File: src/rtl/avg_arb_pkg.sv
// Shared constants and per-channel state record for the multi-channel
// 8-sample moving-average scheduler.
package avg_arb_pkg;

    localparam int WIN      = 8;
    localparam int WIN_LOG2 = 3;
    localparam int DATA_W   = 8;
    localparam int SUM_W    = 11;

    // One channel's private window: sample history, write slot, running sum,
    // and whether the window has been seeded by its first sample.
    typedef struct packed {
        logic [WIN-1:0][DATA_W-1:0] hist;
        logic [WIN_LOG2-1:0]        wr_ptr;
        logic [SUM_W-1:0]           sum;
        logic                       primed;
    } chan_state_t;

endpackage

File: src/rtl/avg_chan_arb_if.sv
// Sample-request / clear / averaged-result bundle between producers,
// the avg_chan_arb scheduler and downstream consumers.
interface avg_chan_arb_if
    import avg_arb_pkg::*;
#(
    parameter int NCH = 4,
    parameter int CW  = $clog2(NCH)
);

    logic [NCH-1:0]        in_valid;
    logic [NCH*DATA_W-1:0] num_in;
    logic [NCH-1:0]        in_ready;
    logic                  clr_valid;
    logic [CW-1:0]         clr_ch;
    logic [DATA_W-1:0]     ave8;
    logic                  out_valid;
    logic [CW-1:0]         out_ch;

    modport master (
        output in_valid, num_in, clr_valid, clr_ch,
        input  in_ready, ave8, out_valid, out_ch
    );

    modport slave (
        input  in_valid, num_in, clr_valid, clr_ch,
        output in_ready, ave8, out_valid, out_ch
    );

endinterface

File: src/rtl/avg_rr_arb.sv
// Combinational round-robin picker: first unmasked request at or after ptr,
// wrapping, as a one-hot grant plus its index.
module avg_rr_arb #(
    parameter int N = 4,
    parameter int W = $clog2(N)
) (
    input  logic [N-1:0] req,
    input  logic [N-1:0] mask,
    input  logic [W-1:0] ptr,
    output logic [N-1:0] gnt,
    output logic [W-1:0] gnt_idx,
    output logic         any
);

    logic [N-1:0] w_eff;

    assign w_eff = req & ~mask;

    // Walk the requests starting at ptr and keep only the first hit.
    always_comb begin
        int j;
        j       = 0;
        gnt     = '0;
        gnt_idx = '0;
        any     = 1'b0;
        for (int i = 0; i < N; i++) begin
            j = int'(ptr) + i;
            if (j >= N) j = j - N;
            if (!any && w_eff[j]) begin
                any     = 1'b1;
                gnt[j]  = 1'b1;
                gnt_idx = W'(j);
            end
        end
    end

endmodule

File: src/rtl/avg_chan_arb.sv
// avg_chan_arb: one shared 8-sample moving-average datapath time-multiplexed
// over NCH requesters in round-robin order; results tagged with channel.
// Optional feature macro: AVG_ARB_PRIME_EN (first sample seeds the window).
module avg_chan_arb
    import avg_arb_pkg::*;
#(
    parameter int NCH = 4,
    parameter int CW  = $clog2(NCH)
) (
    input  logic          clk,
    input  logic          rs,
    avg_chan_arb_if.slave bus
);

    chan_state_t         r_st [NCH];
    logic [CW-1:0]       r_rr_ptr;
    logic [DATA_W-1:0]   r_ave8;
    logic [CW-1:0]       r_out_ch;
    logic                r_out_valid;

    logic                w_clr_hit;
    logic [NCH-1:0]      w_clr_mask;
    logic [NCH-1:0]      w_gnt;
    logic [CW-1:0]       w_idx;
    logic                w_any;
    logic                w_acc;
    chan_state_t         w_cur;
    logic [DATA_W-1:0]   w_x;
    logic [DATA_W-1:0]   w_old;
    logic [SUM_W-1:0]    w_sum_new;

    assign w_clr_hit = bus.clr_valid && (int'(bus.clr_ch) < NCH);

    // A channel being cleared this cycle is hidden from arbitration.
    always_comb begin
        w_clr_mask = '0;
        if (w_clr_hit) w_clr_mask[bus.clr_ch] = 1'b1;
    end

    avg_rr_arb #(.N(NCH), .W(CW)) u_arb (
        .req     (bus.in_valid),
        .mask    (w_clr_mask),
        .ptr     (r_rr_ptr),
        .gnt     (w_gnt),
        .gnt_idx (w_idx),
        .any     (w_any)
    );

    assign w_acc        = w_any & ~rs;
    assign bus.in_ready = w_gnt & {NCH{~rs}};

    // Running-sum update for the granted channel: add new, drop oldest.
    always_comb begin
        w_cur     = r_st[w_idx];
        w_x       = bus.num_in[int'(w_idx)*DATA_W +: DATA_W];
        w_old     = w_cur.hist[w_cur.wr_ptr];
        w_sum_new = w_cur.sum + SUM_W'(w_x) - SUM_W'(w_old);
`ifdef AVG_ARB_PRIME_EN
        if (!w_cur.primed) w_sum_new = SUM_W'(w_x) << WIN_LOG2;
`endif
    end

`ifndef AVG_ARB_PRIME_EN
    logic w_unused_primed;
    assign w_unused_primed = w_cur.primed;
`endif

    // Channel state, round-robin pointer and registered result.
    always_ff @(posedge clk or posedge rs) begin
        if (rs) begin
            for (int k = 0; k < NCH; k++) r_st[k] <= '0;
            r_rr_ptr    <= '0;
            r_ave8      <= '0;
            r_out_ch    <= '0;
            r_out_valid <= 1'b0;
        end else begin
            r_out_valid <= w_acc;
            if (w_clr_hit) r_st[bus.clr_ch] <= '0;
            if (w_acc) begin
`ifdef AVG_ARB_PRIME_EN
                if (!w_cur.primed) begin
                    for (int e = 0; e < WIN; e++) r_st[w_idx].hist[e] <= w_x;
                    r_st[w_idx].primed <= 1'b1;
                end else begin
                    r_st[w_idx].hist[w_cur.wr_ptr] <= w_x;
                end
`else
                r_st[w_idx].hist[w_cur.wr_ptr] <= w_x;
`endif
                r_st[w_idx].wr_ptr <= w_cur.wr_ptr + 3'd1;
                r_st[w_idx].sum    <= w_sum_new;
                r_ave8             <= w_sum_new[SUM_W-1:WIN_LOG2];
                r_out_ch           <= w_idx;
                r_rr_ptr           <= (int'(w_idx) == NCH - 1) ? '0 : w_idx + 1'b1;
            end
        end
    end

    assign bus.ave8      = r_ave8;
    assign bus.out_ch    = r_out_ch;
    assign bus.out_valid = r_out_valid;

endmodule

File: src/flat_wrapper.sv
// flat-port wrapper written by rule: the top's interface ports become plain ports
module avg_chan_arb_flat import avg_arb_pkg::*;
#(
    parameter int NCH = 4,
    parameter int CW  = $clog2(NCH)
)
  (clk, rs, bus_in_valid, bus_num_in, bus_clr_valid, bus_clr_ch, bus_in_ready, bus_ave8, bus_out_valid, bus_out_ch);
  avg_chan_arb_if #(.NCH(NCH), .CW(CW)) bus_i ();
  input  logic clk;
  input  logic rs;
  input wire logic [$bits(bus_i.in_valid)-1:0] bus_in_valid;
  input wire logic [$bits(bus_i.num_in)-1:0] bus_num_in;
  input wire logic [$bits(bus_i.clr_valid)-1:0] bus_clr_valid;
  input wire logic [$bits(bus_i.clr_ch)-1:0] bus_clr_ch;
  output wire logic [$bits(bus_i.in_ready)-1:0] bus_in_ready;
  output wire logic [$bits(bus_i.ave8)-1:0] bus_ave8;
  output wire logic [$bits(bus_i.out_valid)-1:0] bus_out_valid;
  output wire logic [$bits(bus_i.out_ch)-1:0] bus_out_ch;
  assign bus_i.in_valid = bus_in_valid;
  assign bus_i.num_in = bus_num_in;
  assign bus_i.clr_valid = bus_clr_valid;
  assign bus_i.clr_ch = bus_clr_ch;
  assign bus_in_ready = bus_i.in_ready;
  assign bus_ave8 = bus_i.ave8;
  assign bus_out_valid = bus_i.out_valid;
  assign bus_out_ch = bus_i.out_ch;
  avg_chan_arb #(.NCH(NCH), .CW(CW)) u_core (.clk(clk), .rs(rs), .bus(bus_i));
endmodule
File: config.mk
export PLATFORM = sky130hd
export DESIGN_NAME = avg_chan_arb_flat
export DESIGN_NICKNAME = d
export VERILOG_FILES = /design/src/rtl/avg_arb_pkg.sv /design/src/rtl/avg_chan_arb_if.sv /design/src/rtl/avg_rr_arb.sv /design/src/rtl/avg_chan_arb.sv /design/src/flat_wrapper.sv
export SDC_FILE = /design/constraint.sdc
export NUM_CORES = 1
export LEC_CHECK = 0
export ABC_AREA = 1
export BUFFER_PORTS_ARGS = -buffer_cell sky130_fd_sc_hd__clkbuf_2
export CAP_MARGIN = 20
export CORE_ASPECT_RATIO = 1.2
export CORE_UTILIZATION = 35
export DETAILED_ROUTE_END_ITERATION = 10
export PLACE_DENSITY = 0.46
export SETUP_SLACK_MARGIN = 0.4
export SYNTH_ARGS = -nofsm -noshare
export SYNTH_HDL_FRONTEND = slang
export SYNTH_SLANG_ARGS = --single-unit
File: constraint.sdc
create_clock -name clk -period 13.74 [get_ports clk]
set_input_delay 0.687 -clock clk [delete_from_list [all_inputs] [get_ports clk]]
set_output_delay 0.687 -clock clk [all_outputs]
set_load 0.1 [all_outputs]
==> results of run 1 <==
==> layer usage <==
layer,global-route usage (%),up-vias,wire length [microns]
met5,0,-,8
met4,5.46,2,1130
met3,2.88,72,2970
met2,41.6,430,30900
met1,33.7,8295,28900
li1,-,7853,-
==> sequential cells by signal, indices dropped and copies added (netlist names) <==
signal	flops
u_core.r_st	312
u_core.bus.ave8	8
u_core.bus.out_ch	2
u_core.r_rr_ptr	2
u_core.bus.out_valid	1
==> path summary, 6_finish.rpt <==
check,to,slack [ps],cells after the start
max,u_core.bus.ave8[7],5280,38
min,u_core.r_st[203],280,2
max reg2reg,u_core.bus.ave8[7],5460,36
min reg2reg,u_core.r_st[235],490,2
max in group asynchronous,u_core.r_st[130],11870,3
min in group clk,u_core.r_st[235],490,2
==> cell families after synthesis <==
family / after synthesis
adders and majority gates: 32
and+or+nand+nor: 1395
buffers and inverters: 357
AOI/OAI and AO/OA: 289
xor gates and xnor gates: 5
DFF: 325
==> area by class of cell <==
type	count	area (sq um)
fill	5390	30400
clock buffer	61	1200
clock inverter	13	150
inverter	180	684
multi-input combinational	1721	8430
timing repair buffer	97	603
sequential	325	8130
tap	644	806
==> worst max-delay path: cells and delay by family <==
kind	cells	cell delay, ps
AND/OR/NAND/NOR	22	3710
buffers and inverters	9	2650
adder cells (fa/ha/maj)	2	950
AO/OA/AOI/OAI	5	740
==> metrics by stage <==
stage          setup slack, ps  hold slack, ps  std cells  instance area, sq um
2_1_floorplan             3370             460       2403                 18000
3_3_place_gp              4800             469       2967                 18700
3_5_place_dp              4720             469       2967                 18700
4_1_cts                   5300             336       3041                 20000
5_1_grt                   4550             374       3041                 20000
6_report                  5280             284       3041                 20000
==> synth_stat cells <==
cell type / number / area share [%]
or2_2: 1 / 0.035
a32oi_4: 2 / 0.31
buf_2: 75 / 2.1
nand3_1: 607 / 17
nand2_2: 12 / 0.42
buf_4: 5 / 0.21
nand3b_1: 43 / 1.8
o211ai_2: 1 / 0.070
dfrtp_1: 325 / 45
xnor2_1: 3 / 0.15
a21oi_1: 18 / 0.50
a221oi_1: 3 / 0.15
o21ai_2: 1 / 0.049
clkbuf_1: 78 / 1.6
o21ai_0: 147 / 4.1
fa_1: 8 / 0.89
buf_6: 3 / 0.19
nor2_4: 6 / 0.38
inv_2: 12 / 0.25
buf_1: 16 / 0.33
xor2_1: 2 / 0.098
o32a_1: 7 / 0.39
nor2_2: 2 / 0.070
a32oi_1: 1 / 0.049
nand2_4: 1 / 0.063
ha_1: 24 / 1.7
o21ai_1: 104 / 2.9
o32ai_1: 1 / 0.049
clkinv_1: 1 / 0.021
inv_1: 167 / 3.5
o21bai_1: 1 / 0.042
a31oi_1: 1 / 0.035
nand2_1: 611 / 13
a22oi_1: 2 / 0.084
nand4_1: 3 / 0.10
nor2_1: 105 / 2.2
nand3_2: 4 / 0.22
==> metrics.cfg, run 1 <==
[status]
status=finished clean

[finish]
fin_util_pct=39.7
syn_to_final_growth_pct=11.4
antennaDiodeCount=0
mostFrequentLayoutCell=nand2_1
final_cell_mix=nand2_1 (610), nand3_1 (604), dfrtp_1 (325)
nets=2438
drive_gt1_share_pct=8.68

[hold_path]
hp-class=primary input to async pin

[global_routing]
globalRouteOverflowTotal=0
grt_pass1_vias=16100
antenna_found_initial=1
grt_usage_pct=24.6
grt_pass1_wl_microns=99900
grt_start_max_net_pins=184

[setup_path]
required_ps=14180
critical_path_class=primary input to register
crit-reg2reg-launch=u_core.r_rr_ptr[0]
cp_common_cell=nand2_1
crit_arrival_ps=8910
slowest_delay_ps=810
end_kind=register
cp_slowest_cell=buf_4
worst-path-max-fanout=101
cp-start-kind=primary input
crit_start=bus_clr_ch[1]

[floorplan]
design.core.area_sq_um=50400
row_count=90
io_pins=56
die_w_microns=209
start_util_pct=35.6
dieArea_sq_um=52200
chipHeight_microns=250

[routing]
first_pass_iters=5
postRouteAntennaNets=0
wl_per_cell_microns=21.0
vias=16700
drc=0
drt_iter0_markers=1228
finalWirelength_microns=63900
avgViaCountPerCell=5.48

[synthesis]
ys.warnings.count=0
synth_cells=2403
ys_types=37
syn_area_per_cell_sq_um=7.47
synth_top_family_by_area=simple AND/OR/NAND/NOR gates
synthMuxAreaShare_pct=0
synth_seq_cells=325
yosys.area_share.simple_pct=35.0
yosys.area_share.adder_pct=2.56
synth_nets=2476
synth_compound_area_share_pct=8.72
synth-seq-area-share_pct=45.3
synth.cell_area_sq_um=18000
synth_xor_area_share_pct=0.244

[clocking]
max-clock-path-buffers=3
numCtsBuffers=40
root_buffer=clkbuf_16
htreeDepth=2
numClockSinks=325
clk_pin_slew_ps=60
post-cts-setup-buffers=0
postCtsHoldBufs=0
cts_tree=done
clock_latency_ps=570
cts_resized=0

[timing]
tightest_slew_ps=1160
setup_violations=0
drv_slew=0
skew_ps=21.4
fmax_mhz=118
rsz0062_at_grt=false
layout_min_cycle_time_ps=8460
slew_headroom_pct=22.7
finalCritPeriodShare_pct=61.6
tns_ps=0
hold_violations=0

[flow_run]
maxCapViolCount=0

[place]
dp_hpwl_microns=37500
portBuffers=55
gp_congestion=0.837

Power of run 1 is not shown: default switching activity piles up to over one toggle a cycle in this logic, so the estimate is an artifact.
==> run 2, diff against run 1 <==
clock period = 8.4 ns   (was 13.74 ns; I/O delays follow)
==> run 2 against run 1 <==
Net effect:
- global-route usage shrank 0.30 points
- hold slack gained 160 ps
- clock-buffer cell count is 4 higher
- setup slack got worse by 4200 ps
- die area stayed put
- via count is 1.0% lower
==> metrics.cfg, run 2 (synthesis results as in run 1) <==
[status]
status=finished clean

[finish]
fin_area_sq_um=20100
drive_gt1_share_pct=8.76
syn_to_final_growth_pct=11.9
final_cell_mix=nand2_1 (610), nand3_1 (604), dfrtp_1 (325)
mostFrequentLayoutCell=nand2_1
nets=2439
regMostFlops=u_core.r_st
antennaDiodeCount=0
largest_reg_flops=312

[clocking]
post-cts-setup-buffers=0
clk_pin_slew_ps=60
max-clock-path-buffers=3
numCtsBuffers=41
clock_latency_ps=570
root_buffer=clkbuf_16
numClockSinks=325
cts_tree=done
htreeDepth=2

[routing]
avgViaCountPerCell=5.42
wl_per_cell_microns=20.5
drc=0
finalWirelength_microns=62400
postRouteAntennaNets=0
drt_iter0_markers=1152
vias=16500
first_pass_iters=5

[timing]
rsz0062_at_grt=false
drv_slew=0
layout_min_cycle_time_ps=7280
fin_ws_ps=1120
tightest_slew_ps=1170
slew_headroom_pct=22.1
finalCritPeriodShare_pct=86.7
fmax_mhz=137
hold_violations=0
skew_ps=23.2
tns_ps=0
setup_violations=0

[setup_path]
reg2reg_to=u_core.bus.ave8[7]
crit_buf_inv=7
cp_common_cell=nand2_1
r2r.worst_path.cells=35
cp_slowest_cell=dfrtp_1
worst-path-max-fanout=51
crit_arrival_ps=7740
cp.depth=35
critical_path_class=register to register
required_ps=8860
slowest_delay_ps=510
cp-start-kind=register
crit_family=simple AND/OR/NAND/NOR gates
crit-reg2reg-launch=u_core.r_rr_ptr[0]
rrSetupSlack_ps=1120
end_kind=register

[place]
placed_area_sq_um=18600
portBuffers=55
gp_congestion=0.865
dp_hpwl_microns=36900
dp_slack_ps=1110

[flow_run]
maxCapViolCount=0

[global_routing]
grt_pass1_wl_microns=98800
grt_pass1_vias=16300
antenna_found_initial=0
grt_start_max_net_pins=166
globalRouteOverflowTotal=0
grt_usage_pct=24.3

[hold_path]
hold_depth=4
hold_path_end=u_core.r_st[5]
min-delay-start=bus_clr_ch[0]
hp-class=primary input to register

[floorplan]
die_w_microns=209
io_pins=56
start_util_pct=35.6
design.core.area_sq_um=50400
chipHeight_microns=250
dieArea_sq_um=52200
row_count=90

-- run 2: changes by cell type in the layout (fill, tap and decap cells not counted), sizes merged --
cell         before  now
inv             180  177
clkbuf          116  120
buf              42   41
dlygate4sd3       0    1
-- run 2: area by class of cell --
type,count,area [sq um]
fill,5356,30400
multi-input combinational,1721,8430
sequential,325,8130
clock buffer,65,1290
tap,644,806
inverter,180,681
timing repair buffer,97,622
clock inverter,10,140
-- run 2: worst max path at each step --
stage                  startpoint                 end
2_1_floorplan                  rs     u_core.r_st[19]
3_3_place_gp        bus_clr_ch[1]  u_core.bus.ave8[7]
3_5_place_dp        bus_clr_ch[1]  u_core.bus.ave8[7]
4_1_cts        u_core.r_rr_ptr[0]  u_core.bus.ave8[7]
5_1_grt        u_core.r_rr_ptr[0]     u_core.r_st[90]
6_report       u_core.r_rr_ptr[0]  u_core.bus.ave8[7]
-- run 2: repair_timing --
item	4_1_cts	5_1_grt
gates resized for setup	0	0
endpoints found under the hold margin	19	0
hold buffers	1	0
-- run 2: worst reg2reg max path, delay by kind of cell (launching register included) --
| family | cells | cell delay, ps |
|---|---|---|
| and+or+nand+nor | 20 | 3120 |
| buffers and inverters | 7 | 1390 |
| adders and majority gates | 3 | 1380 |
| AOI/OAI and AO/OA | 5 | 760 |
| DFF | 1 | 510 |
-- run 2: through the flow --
step	std cells	hold WS [ps]	util [%]
2_1_floorplan	2403	460	-
3_3_place_gp	2965	463	37.0
3_5_place_dp	2965	470	37.0
4_1_cts	3041	408	39.8
5_1_grt	3042	458	39.8
6_report	3042	440	39.8
-- run 2: layer usage --
metal  track usage, %  wire length, microns
met1             33.3                 28600
met2             39.6                 29100
met3             3.28                  2950
met4             8.03                  1800
met5                0                     0
Power of run 2 is left out for the same reason.
